--- src/rtl/aap_exec_pkg.sv ---
// aap_exec_pkg: opcodes, FSM states, shifter modes and opcode predicates
// shared by the AAP execute unit and its iterative shifter.
// Optional multiplier support is selected by AAP_EXEC_MUL_EN.
package aap_exec_pkg;

    localparam int DATA_W_DEF = 16;
    localparam int CNT_W      = $clog2(DATA_W_DEF + 1);

    typedef enum logic [4:0] {
        OP_NOP  = 5'd0,  OP_ADD  = 5'd1,  OP_SUB  = 5'd2,  OP_AND  = 5'd3,
        OP_OR   = 5'd4,  OP_XOR  = 5'd5,  OP_ASR  = 5'd6,  OP_LSL  = 5'd7,
        OP_LSR  = 5'd8,  OP_MOV  = 5'd9,  OP_ADDI = 5'd10, OP_SUBI = 5'd11,
        OP_ASRI = 5'd12, OP_LSLI = 5'd13, OP_LSRI = 5'd14, OP_MOVI = 5'd15,
        OP_ADC  = 5'd16, OP_SBC  = 5'd17, OP_MUL  = 5'd18
    } opcode_e;

    typedef enum logic [2:0] {IDLE, READ, EXEC, SHIFT, WRITE} state_e;

    typedef enum logic [1:0] {SH_LSL, SH_LSR, SH_ASR, SH_MUL} sh_mode_e;

    // Immediate forms take B from the zero-extended immediate.
    function automatic logic is_imm(input logic [4:0] op);
        return (op >= 5'd10) && (op <= 5'd15);
    endfunction

    function automatic logic is_shift(input logic [4:0] op);
        return (op == 5'd6) || (op == 5'd7) || (op == 5'd8) ||
               (op == 5'd12) || (op == 5'd13) || (op == 5'd14);
    endfunction

    function automatic logic writes_reg(input logic [4:0] op);
`ifdef AAP_EXEC_MUL_EN
        return (op >= 5'd1) && (op <= 5'd18);
`else
        return (op >= 5'd1) && (op <= 5'd17);
`endif
    endfunction

endpackage

--- src/rtl/aap_exec_if.sv ---
// aap_exec_if: decode handshake plus register-file read/write bus of the
// AAP execute unit. slave = the unit, master = decode/register file side.
interface aap_exec_if #(
    parameter int DATA_W = 16,
    parameter int REG_AW = 6,
    parameter int IMM_W  = 10,
    parameter int OP_W   = 5
);
    logic              in_valid;
    logic              in_ready;
    logic [OP_W-1:0]   op;
    logic [REG_AW-1:0] dst;
    logic [REG_AW-1:0] src1;
    logic [REG_AW-1:0] src2;
    logic [IMM_W-1:0]  imm;
    logic [REG_AW-1:0] rd1_addr;
    logic [REG_AW-1:0] rd2_addr;
    logic [DATA_W-1:0] rd1_data;
    logic [DATA_W-1:0] rd2_data;
    logic [REG_AW-1:0] wr_addr;
    logic [DATA_W-1:0] wr_data;
    logic              wr_en;
    logic              carry;
    logic              busy;

    modport slave (
        input  in_valid, op, dst, src1, src2, imm, rd1_data, rd2_data,
        output in_ready, rd1_addr, rd2_addr, wr_addr, wr_data, wr_en, carry, busy
    );

    modport master (
        output in_valid, op, dst, src1, src2, imm, rd1_data, rd2_data,
        input  in_ready, rd1_addr, rd2_addr, wr_addr, wr_data, wr_en, carry, busy
    );
endinterface

--- src/rtl/aap_exec_shifter.sv ---
// aap_exec_shifter: one-bit-per-cycle shifter. Loaded on start_i, steps while
// the count is non-zero; res_o/done_o describe the step taken this cycle.
// With AAP_EXEC_MUL_EN the same register doubles as the low half of an
// unsigned shift-add multiplier (SH_MUL).
module aap_exec_shifter
    import aap_exec_pkg::*;
#(
    parameter int DATA_W = 16,
    parameter int CW     = CNT_W
) (
    input  logic              clock,
    input  logic              reset,
    input  logic              start_i,
    input  sh_mode_e          mode_i,
    input  logic [CW-1:0]     cnt_i,
    input  logic [DATA_W-1:0] val_i,
`ifdef AAP_EXEC_MUL_EN
    input  logic [DATA_W-1:0] mcand_i,
    output logic              hi_nz_o,
`endif
    output logic [DATA_W-1:0] res_o,
    output logic              done_o
);
    sh_mode_e          mode_q;
    logic [CW-1:0]     cnt_q;
    logic [DATA_W-1:0] val_q, val_d;
`ifdef AAP_EXEC_MUL_EN
    logic [DATA_W-1:0] mcand_q, hi_q, hi_d;
    logic [DATA_W:0]   sum;
`endif

    // Value after one step in the current mode.
    always_comb begin
        val_d = val_q;
`ifdef AAP_EXEC_MUL_EN
        hi_d  = hi_q;
        sum   = {1'b0, hi_q} + (val_q[0] ? {1'b0, mcand_q} : '0);
`endif
        case (mode_q)
            SH_LSL:  val_d = {val_q[DATA_W-2:0], 1'b0};
            SH_LSR:  val_d = {1'b0, val_q[DATA_W-1:1]};
            SH_ASR:  val_d = {val_q[DATA_W-1], val_q[DATA_W-1:1]};
            default: begin
`ifdef AAP_EXEC_MUL_EN
                // {hi,lo} shifts right; add carry-out enters the top of hi.
                hi_d  = sum[DATA_W:1];
                val_d = {sum[0], val_q[DATA_W-1:1]};
`endif
            end
        endcase
    end

    // Load on start, then step and count down until the count is exhausted.
    always_ff @(posedge clock) begin
        if (reset) begin
            mode_q <= SH_LSL;
            cnt_q  <= '0;
            val_q  <= '0;
`ifdef AAP_EXEC_MUL_EN
            mcand_q <= '0;
            hi_q    <= '0;
`endif
        end else if (start_i) begin
            mode_q <= mode_i;
            cnt_q  <= cnt_i;
            val_q  <= val_i;
`ifdef AAP_EXEC_MUL_EN
            mcand_q <= mcand_i;
            hi_q    <= '0;
`endif
        end else if (cnt_q != '0) begin
            cnt_q <= cnt_q - CW'(1);
            val_q <= val_d;
`ifdef AAP_EXEC_MUL_EN
            hi_q  <= hi_d;
`endif
        end
    end

    assign res_o  = val_d;
    assign done_o = (cnt_q == CW'(1));
`ifdef AAP_EXEC_MUL_EN
    assign hi_nz_o = |hi_d;
`endif

endmodule

--- src/rtl/aap_exec_unit.sv ---
// aap_exec_unit: handshaked AAP execute stage. Accepts a decoded op, reads
// both operands from the register file, computes (iteratively for shifts)
// and issues one register-file write. Define AAP_EXEC_MUL_EN to add op 18 MUL.
module aap_exec_unit
    import aap_exec_pkg::*;
#(
    parameter int DATA_W = 16,
    parameter int REG_AW = 6,
    parameter int IMM_W  = 10,
    parameter int OP_W   = 5
) (
    input  logic       clock,
    input  logic       reset,
    aap_exec_if.slave  bus
);
    localparam int                CW       = $clog2(DATA_W + 1);
    localparam logic [CW-1:0]     CNT_FULL = CW'(DATA_W);
    localparam logic [DATA_W-1:0] W_LIM    = DATA_W'(DATA_W);

    state_e            state_q, state_d;
    logic [OP_W-1:0]   op_q;
    logic [REG_AW-1:0] dst_q, rd1_q, rd2_q, wr_addr_q;
    logic [IMM_W-1:0]  imm_q;
    logic [DATA_W-1:0] a_q, b_q, wr_data_q, alu_r, wr_val, sh_res, sh_val;
    logic [DATA_W:0]   sum;
    logic              carry_q, alu_cu, c_val, upd_c, load_wr;
    logic              is_mul, is_sh, sh_start, sh_done, sh_hi_nz;
    logic [CW-1:0]     sh_cnt;
    sh_mode_e          sh_mode;

`ifdef AAP_EXEC_MUL_EN
    assign is_mul = (op_q == OP_MUL);
`else
    assign is_mul   = 1'b0;
    assign sh_hi_nz = 1'b0;
`endif
    assign is_sh  = is_shift(op_q) || is_mul;
    assign sh_cnt = is_mul ? CNT_FULL : ((b_q >= W_LIM) ? CNT_FULL : b_q[CW-1:0]);
    assign sh_val = is_mul ? b_q : a_q;

    // Single-cycle ALU, DATA_W+1 bits wide so bit DATA_W is carry/borrow.
    always_comb begin
        sum    = '0;
        alu_cu = 1'b0;
        case (op_q)
            OP_ADD, OP_ADDI: begin sum = {1'b0, a_q} + {1'b0, b_q}; alu_cu = 1'b1; end
            OP_ADC:  begin sum = {1'b0, a_q} + {1'b0, b_q} + {{DATA_W{1'b0}}, carry_q}; alu_cu = 1'b1; end
            OP_SUB, OP_SUBI: begin sum = {1'b0, a_q} - {1'b0, b_q}; alu_cu = 1'b1; end
            OP_SBC:  begin sum = {1'b0, a_q} - {1'b0, b_q} - {{DATA_W{1'b0}}, carry_q}; alu_cu = 1'b1; end
            OP_AND:  sum = {1'b0, a_q & b_q};
            OP_OR:   sum = {1'b0, a_q | b_q};
            OP_XOR:  sum = {1'b0, a_q ^ b_q};
            OP_MOV:  sum = {1'b0, a_q};
            OP_MOVI: sum = {1'b0, b_q};
            default: sum = '0;
        endcase
        alu_r = sum[DATA_W-1:0];
    end

    // Shifter mode selected from the latched opcode.
    always_comb begin
        sh_mode = SH_LSL;
        case (op_q)
            OP_ASR, OP_ASRI: sh_mode = SH_ASR;
            OP_LSR, OP_LSRI: sh_mode = SH_LSR;
            OP_MUL:          sh_mode = SH_MUL;
            default:         sh_mode = SH_LSL;
        endcase
    end

    aap_exec_shifter #(.DATA_W(DATA_W), .CW(CW)) u_shift (
        .clock   (clock),
        .reset   (reset),
        .start_i (sh_start),
        .mode_i  (sh_mode),
        .cnt_i   (sh_cnt),
        .val_i   (sh_val),
`ifdef AAP_EXEC_MUL_EN
        .mcand_i (a_q),
        .hi_nz_o (sh_hi_nz),
`endif
        .res_o   (sh_res),
        .done_o  (sh_done)
    );

    // Next state plus write/carry load controls.
    always_comb begin
        state_d  = state_q;
        sh_start = 1'b0;
        load_wr  = 1'b0;
        wr_val   = alu_r;
        upd_c    = 1'b0;
        c_val    = sum[DATA_W];
        case (state_q)
            IDLE:  if (bus.in_valid) state_d = READ;
            READ:  state_d = EXEC;
            EXEC: begin
                if (is_sh) begin
                    if (sh_cnt == '0) begin
                        // Zero-length shift: result is A unchanged.
                        state_d = WRITE;
                        load_wr = 1'b1;
                        wr_val  = a_q;
                    end else begin
                        state_d  = SHIFT;
                        sh_start = 1'b1;
                    end
                end else if (writes_reg(op_q)) begin
                    state_d = WRITE;
                    load_wr = 1'b1;
                    upd_c   = alu_cu;
                end else begin
                    state_d = IDLE;
                end
            end
            SHIFT: if (sh_done) begin
                state_d = WRITE;
                load_wr = 1'b1;
                wr_val  = sh_res;
                upd_c   = is_mul;
                c_val   = sh_hi_nz;
            end
            WRITE:   state_d = IDLE;
            default: state_d = IDLE;
        endcase
    end

    // FSM state register.
    always_ff @(posedge clock) begin
        if (reset) state_q <= IDLE;
        else       state_q <= state_d;
    end

    // Operand capture, write-port registers and architectural carry.
    always_ff @(posedge clock) begin
        if (reset) begin
            op_q      <= '0;
            dst_q     <= '0;
            imm_q     <= '0;
            rd1_q     <= '0;
            rd2_q     <= '0;
            a_q       <= '0;
            b_q       <= '0;
            wr_addr_q <= '0;
            wr_data_q <= '0;
            carry_q   <= 1'b0;
        end else begin
            if (state_q == IDLE && bus.in_valid) begin
                op_q  <= bus.op;
                dst_q <= bus.dst;
                imm_q <= bus.imm;
                rd1_q <= bus.src1;
                rd2_q <= bus.src2;
            end
            if (state_q == READ) begin
                a_q <= bus.rd1_data;
                b_q <= is_imm(op_q) ? {{(DATA_W-IMM_W){1'b0}}, imm_q} : bus.rd2_data;
            end
            if (load_wr) begin
                wr_addr_q <= dst_q;
                wr_data_q <= wr_val;
            end
            if (upd_c) carry_q <= c_val;
        end
    end

    assign bus.in_ready = (state_q == IDLE);
    assign bus.busy     = (state_q != IDLE);
    assign bus.wr_en    = (state_q == WRITE) && !reset;
    assign bus.rd1_addr = rd1_q;
    assign bus.rd2_addr = rd2_q;
    assign bus.wr_addr  = wr_addr_q;
    assign bus.wr_data  = wr_data_q;
    assign bus.carry    = carry_q;

endmodule

--- src/flat_wrapper.sv ---
// flat-port wrapper written by rule: the top's interface ports become plain ports
module aap_exec_unit_flat import aap_exec_pkg::*;
#(
    parameter int DATA_W = 16,
    parameter int REG_AW = 6,
    parameter int IMM_W  = 10,
    parameter int OP_W   = 5
)
  (clock, reset, bus_in_valid, bus_op, bus_dst, bus_src1, bus_src2, bus_imm, bus_rd1_data, bus_rd2_data, bus_in_ready, bus_rd1_addr, bus_rd2_addr, bus_wr_addr, bus_wr_data, bus_wr_en, bus_carry, bus_busy);
  aap_exec_if #(.DATA_W(DATA_W), .REG_AW(REG_AW), .IMM_W(IMM_W), .OP_W(OP_W)) bus_i ();
  input  logic clock;
  input  logic reset;
  input wire logic [$bits(bus_i.in_valid)-1:0] bus_in_valid;
  input wire logic [$bits(bus_i.op)-1:0] bus_op;
  input wire logic [$bits(bus_i.dst)-1:0] bus_dst;
  input wire logic [$bits(bus_i.src1)-1:0] bus_src1;
  input wire logic [$bits(bus_i.src2)-1:0] bus_src2;
  input wire logic [$bits(bus_i.imm)-1:0] bus_imm;
  input wire logic [$bits(bus_i.rd1_data)-1:0] bus_rd1_data;
  input wire logic [$bits(bus_i.rd2_data)-1:0] bus_rd2_data;
  output wire logic [$bits(bus_i.in_ready)-1:0] bus_in_ready;
  output wire logic [$bits(bus_i.rd1_addr)-1:0] bus_rd1_addr;
  output wire logic [$bits(bus_i.rd2_addr)-1:0] bus_rd2_addr;
  output wire logic [$bits(bus_i.wr_addr)-1:0] bus_wr_addr;
  output wire logic [$bits(bus_i.wr_data)-1:0] bus_wr_data;
  output wire logic [$bits(bus_i.wr_en)-1:0] bus_wr_en;
  output wire logic [$bits(bus_i.carry)-1:0] bus_carry;
  output wire logic [$bits(bus_i.busy)-1:0] bus_busy;
  assign bus_i.in_valid = bus_in_valid;
  assign bus_i.op = bus_op;
  assign bus_i.dst = bus_dst;
  assign bus_i.src1 = bus_src1;
  assign bus_i.src2 = bus_src2;
  assign bus_i.imm = bus_imm;
  assign bus_i.rd1_data = bus_rd1_data;
  assign bus_i.rd2_data = bus_rd2_data;
  assign bus_in_ready = bus_i.in_ready;
  assign bus_rd1_addr = bus_i.rd1_addr;
  assign bus_rd2_addr = bus_i.rd2_addr;
  assign bus_wr_addr = bus_i.wr_addr;
  assign bus_wr_data = bus_i.wr_data;
  assign bus_wr_en = bus_i.wr_en;
  assign bus_carry = bus_i.carry;
  assign bus_busy = bus_i.busy;
  aap_exec_unit #(.DATA_W(DATA_W), .REG_AW(REG_AW), .IMM_W(IMM_W), .OP_W(OP_W)) u_core (.clock(clock), .reset(reset), .bus(bus_i));
endmodule
--- config.mk ---
export PLATFORM = sky130hd
export DESIGN_NAME = aap_exec_unit_flat
export DESIGN_NICKNAME = d
export VERILOG_FILES = /design/src/rtl/aap_exec_pkg.sv /design/src/rtl/aap_exec_if.sv /design/src/rtl/aap_exec_shifter.sv /design/src/rtl/aap_exec_unit.sv /design/src/flat_wrapper.sv
export SDC_FILE = /design/constraint.sdc
export NUM_CORES = 1
export LEC_CHECK = 0
export CORE_AREA = 10 10 156 187
export CTS_CLUSTER_DIAMETER = 100
export DETAILED_ROUTE_END_ITERATION = 12
export DIE_AREA = 0 0 166 197
export HOLD_SLACK_MARGIN = 0.02
export SKIP_CTS_REPAIR_TIMING = 1
export SYNTH_ARGS = -nofsm -noshare
export SYNTH_HDL_FRONTEND = slang
export SYNTH_SLANG_ARGS = --single-unit
--- constraint.sdc ---
create_clock -name clock -period 8.97 [get_ports clock]
set_input_delay 1.794 -clock clock [delete_from_list [all_inputs] [get_ports clock]]
set_output_delay 1.794 -clock clock [all_outputs]
set_load 0.005 [all_outputs]
==> flow_summary.toml, run 1 <==
[detailed_routing]
dr.pass1.iters = 6
wl_per_cell_um = 20.1
routed_via_density = 5.85
drc = 0
wl_um = 32300
drt_iter0_markers = 970
detail-route-antenna-nets = 0
via_count = 9412

[finish]
multi_input_area_sq_mm = 0.00615
layout-drive-gt1-share_pct = 6.57
ff_latch_area_sq_mm = 0.00228
utilization_pct = 42.5
instances_no_fill = 1609
n_antenna_cell = 0
layout_commonest_cell = "nand2_1"
final_cell_mix = "nand2_1, a21oi_1, nor2_1"
nFillCells = 2547
area_growth_pct = 20.1
nNetsFinal = 1392

[synthesis]
synth-seq-cells = 114
yosys_warnings = 0
synth-simple-area-share_pct = 25.7
synth_compound_area_share_pct = 28.5
synth.mux.area_fraction_pct = 1.64
synthFlopType = "dfxtp_1"
syn_nets = 1338
synth_edf_count = 0
synth_xor_xnor_area_share_pct = 4.29
synth_seq_area_share_pct = 25.4
async_flop_share_pct = 0
yosysUniqueCellTypes = 88
synth_top_family_by_area = "compound AO/OA/AOI/OAI gates"
avgSynthCellArea_sq_um = 7.42
synthCells = 1212
syn_area_sq_mm = 0.00899
synth_fa_ha_area_share_pct = 8.24

[worst_setup_path]
end_kind = "output port"
path_max_fanout = 56
path_delay_family = "buffers and inverters"
cp_data_required_time_ns = 7.18
crit_path_start_kind = "input port"
criticalPathCategory = "in -> out"
critPathArrivalTime_ns = 3.07
path_cells = "buf_4, nor4b_1, clkdlybuf4s50_1"
crit_slowest_cell = "clkdlybuf4s50_1"
crit_buf_inv = 2
max_stage_delay_ns = 0.60

[pwr]
powerDensity_mw_per_mm2 = 193
p_leak_nw = 3.76
vdd_drop_max_uv = 102

[clock_tree]
clk_latency_ns = 0.42
clock_path_buffers = 2
clkTransAtPathRegs_ns = 0.06
htree_levels = 4
cts_root_buf = "clkbuf_16"
cts_tree = "yes"
cts_sinks = 114
cts_buffers = 17

[global_route]
track_usage_pct = 18.9
first_global_vias = 8798
grt_max_degree = 63
grt_pass1_wl_um = 50700
grt_overflow_total = 0
antenna_found_initial = 0

[place]
place.gp.congestion = 0.908
hpwl_um = 23800
io_buffer_count = 105
place_inst = 1577

[sta]
setup_viol_count_final = 0
min_period_ns = 4.86
maxSlewHeadroom_pct = 23.0
fin_crit_sh_pct = 54.2
timing.hold.ws_ns = 0.454
drv_slew = 0
hold_viol = 0
tns_ns = 0
clock_skew_ns = 0.0127
fmax_ghz = 0.206
rsz0062_at_grt = "no"
tightest_slew_ns = 1.15

[floorplan]
io_pins = 106
die_w_um = 166
die_h_um = 197
start_util_pct = 35.4
core_sq_mm = 0.0254
dieArea_sq_mm = 0.0327
rows = 64

[outcome]
outcome = "complete, no violations"

[worst_hold_path]
hold_class = "reg -> reg"

[job]
cap_violations = 0
==> synth_stat cells, drive strengths merged (15+ instances only) <==
cell      n  share of area, %
o21ai    37               2.1
inv      56               2.3
dfxtp   114                25
nand2   177               7.4
ha       56               7.8
a21oi   119               6.7
o211ai   22               1.9
nor2b    19               1.4
nor2    119               5.0
nor3     33               1.8
buf      15              0.97
nand3    26               1.6
a211oi   36               3.1
nand2b   18               1.3
xnor2    31               3.0
a221oi   22               2.1
clkbuf   70               2.9
==> registers in the layout (all words and copies together) (netlist names), 10 cells and up <==
register / count
u_core.bus.wr_data: 16
u_core.u_shift.val_q: 16
u_core.imm_q: 10
u_core.a_q: 16
u_core.b_q: 16
==> metrics by stage <==
| stage | setup slack, ns | instance area, sq um | power (mW) |
|---|---|---|---|
| 6_report | 4.11 | 10800 | 2.09 |
| 5_1_grt | 4.07 | 10800 | 2.21 |
| 4_1_cts | 4.09 | 10800 | 2.09 |
| 3_5_place_dp | 4.10 | 10200 | 1.40 |
| 3_3_place_gp | 4.15 | 10200 | 1.39 |
| 2_1_floorplan | 4.73 | 8990 | 1.19 |
==> cell families after synthesis <==
family,count (synthesis)
fa+ha+maj,58
mux,14
compound gates,363
buf+inv,141
simple gates,478
xor+xnor,44
flops,114
==> worst min-delay path, cell delays in order (launching register included) <==
cell and delay, ns:
dfxtp_1 0.31, nand2_1 0.05, a21oi_1 0.05
==> per-layer routing <==
layer	track usage (%)	share of wire (%)
met3	2.27	5.2
met4	6.50	2.4
met1	22.8	42
met2	33.8	50
met5	0	0
==> final timing paths <==
kind	start	endpoint	slack (ns)	cells past startpoint
setup reg to reg	u_core.a_q[5]$_SDFFE_PP0P_	u_core.bus.wr_data[5]$_SDFFE_PP0P_	5.06	11
hold / removal	u_core.bus.rd2_addr[0]$_SDFFE_PP0P_	u_core.bus.rd2_addr[0]$_SDFFE_PP0P_	0.45	2
hold reg to reg	u_core.bus.rd2_addr[0]$_SDFFE_PP0P_	u_core.bus.rd2_addr[0]$_SDFFE_PP0P_	0.45	2
setup / recovery	reset	bus_wr_en	4.11	3
==> power by group <==
part           internal, mW  switching, mW  total (mW)  leakage [nW]
registers             0.568         0.0728       0.641         0.931
logic                 0.305          0.464       0.769          2.55
clock network         0.412          0.266       0.679         0.275
==> layout make-up <==
class / count / share of cell area [%]
tap: 330 / 3.82
clock inverter: 14 / 1.41
sequential: 114 / 21.1
inverter: 56 / 1.95
timing repair buffer: 120 / 10.8
clock buffer: 18 / 3.97
multi-input combinational: 957 / 57.0
Power figures use the tool's default switching activity.
==> run 2, diff against run 1 <==
==> constraint.sdc (replaced) <==
create_clock -name clock -period 5 [get_ports clock]
set_input_delay 1 -clock clock [delete_from_list [all_inputs] [get_ports clock]]
set_output_delay 1 -clock clock [all_outputs]
set_load 0.005 [all_outputs]
==> run 2 against run 1 <==
Against the previous run:
- clock skew decreased by 0.0037 ns
- global-route usage grew 0.62 points
- largest power group unchanged
- sequential power is 78% higher
- combinational power increased by 81%
- register-to-register slack got worse by 3.8 ns
==> flow_summary.toml, run 2 (synthesized netlist as in run 1, its figures left out) <==
[outcome]
outcome = "complete, no violations"

[sta]
tns_ns = 0
timing.hold.ws_ns = 0.451
fmax_ghz = 0.267
clock_skew_ns = 0.00905
min_period_ns = 3.75
hold_viol = 0
maxSlewHeadroom_pct = 32.0
rsz0062_at_grt = "no"
setup_slack_ns = 1.25
setup_viol_count_final = 0
tightest_slew_ns = 1.02
drv_slew = 0
fin_crit_sh_pct = 75.0

[global_route]
grt_max_degree = 63
grt_pass1_wl_um = 51800
first_global_vias = 8858
grt_overflow_total = 0
track_usage_pct = 19.5
antenna_found_initial = 0

[worst_setup_path]
crit_path_start_kind = "flop"
worst_r2r_endpoint = "u_core.bus.wr_data[11]$_SDFFE_PP0P_"
r2r_slack_ns = 1.25
criticalPathCategory = "reg -> reg"
cp_data_required_time_ns = 5.27
path_max_fanout = 8
rr_startpoint = "u_core.b_q[1]$_SDFFE_PP0P_"
critPathArrivalTime_ns = 4.02
worstRegToRegCells = 11
end_kind = "flop"

[finish]
final_cell_mix = "nand2_1, a21oi_1, nor2_1"
utilization_pct = 42.7
nFillCells = 2551
area_growth_pct = 20.5
layout-drive-gt1-share_pct = 6.85
layout_commonest_cell = "nand2_1"
instances_no_fill = 1615
nNetsFinal = 1399

[worst_hold_path]
worstHoldEndpoint = "u_core.imm_q[2]$_SDFFE_PP0P_"
min_from = "u_core.imm_q[2]$_SDFFE_PP0P_"
holdPathStages = 2
hold_class = "reg -> reg"

[place]
hpwl_um = 24900
place.gp.congestion = 0.909
place_inst = 1584
io_buffer_count = 105
dpl_worst_slack_ns = 1.37

[detailed_routing]
drc = 0
dr.pass1.iters = 9
via_count = 9387
drt_iter0_markers = 1087
routed_via_density = 5.81
wl_per_cell_um = 20.6
detail-route-antenna-nets = 0
wl_um = 33300

[clock_tree]
cts_sinks = 114
cts_buffers = 17
clk_latency_ns = 0.43
htree_levels = 4
cts_root_buf = "clkbuf_16"
cts_tree = "yes"
clock_path_buffers = 2
clkTransAtPathRegs_ns = 0.06

[pwr]
vdd_drop_max_uv = 238
powerDensity_mw_per_mm2 = 344
p_leak_nw = 3.79

[floorplan]
io_pins = 106
start_util_pct = 35.4
core_sq_mm = 0.0254
rows = 64
dieArea_sq_mm = 0.0327
die_h_um = 197
die_w_um = 166

[job]
cap_violations = 0
[run 2: per-stage QoR]
step / power (mW) / instance area, sq um
finish: 3.72 / 10800
global route: 3.93 / 10800
CTS: 3.72 / 10800
detailed placement: 2.52 / 10300
global placement: 2.52 / 10300
floorplan: 2.14 / 8990
[run 2: routing by layer]
metal	track usage, %	vias to the layer above	wire [um]
met5	0	-	0
met2	32.0	360	15800
met1	24.8	4463	14100
li1	-	4511	-
met3	3.01	53	2320
met4	8.51	0	1060
[run 2: where the power goes]
| group | switching [mW] | internal [mW] |
|---|---|---|
| clock network | 0.451 | 0.737 |
| logic | 0.834 | 0.558 |
| registers | 0.125 | 1.02 |
| total | 1.41 | 2.31 |
[run 2: how the worst max path moves through the flow]
stage                                           from                                  end  slack, ns
final                     u_core.b_q[1]$_SDFFE_PP0P_  u_core.bus.wr_data[11]$_SDFFE_PP0P_       1.25
after global routing      u_core.b_q[0]$_SDFFE_PP0P_  u_core.bus.wr_data[11]$_SDFFE_PP0P_       0.96
after CTS                 u_core.b_q[0]$_SDFFE_PP0P_  u_core.bus.wr_data[12]$_SDFFE_PP0P_       1.32
after detailed placement  u_core.b_q[0]$_SDFFE_PP0P_  u_core.bus.wr_data[11]$_SDFFE_PP0P_       1.37
after global placement    u_core.b_q[0]$_SDFFE_PP0P_  u_core.bus.wr_data[11]$_SDFFE_PP0P_       1.38
after floorplan           u_core.b_q[1]$_SDFFE_PP0P_        u_core.bus.carry$_SDFFE_PP0P_       1.91
[run 2: area by class of cell]
cell class / count / area, sq um / area share, %
clock inverter: 10 / 113 / 1.04
tap: 330 / 413 / 3.81
antenna: 1 / 2.50 / 0.0231
inverter: 56 / 210 / 1.94
multi-input combinational: 957 / 6150 / 56.8
timing repair buffer: 127 / 1210 / 11.2
clock buffer: 20 / 447 / 4.12
sequential: 114 / 2280 / 21.1
[run 2: critical path, stage by stage (launching register included)]
cell,delay (ns)
dfxtp_1,0.53
inv_1,0.16
ha_1,0.37
nor2_1,0.27
o211ai_2,0.20
a2111oi_0,0.56
a311oi_1,0.20
a2111oi_2,0.46
and2_1,0.31
xnor2_1,0.11
a221oi_1,0.30
a211oi_1,0.14
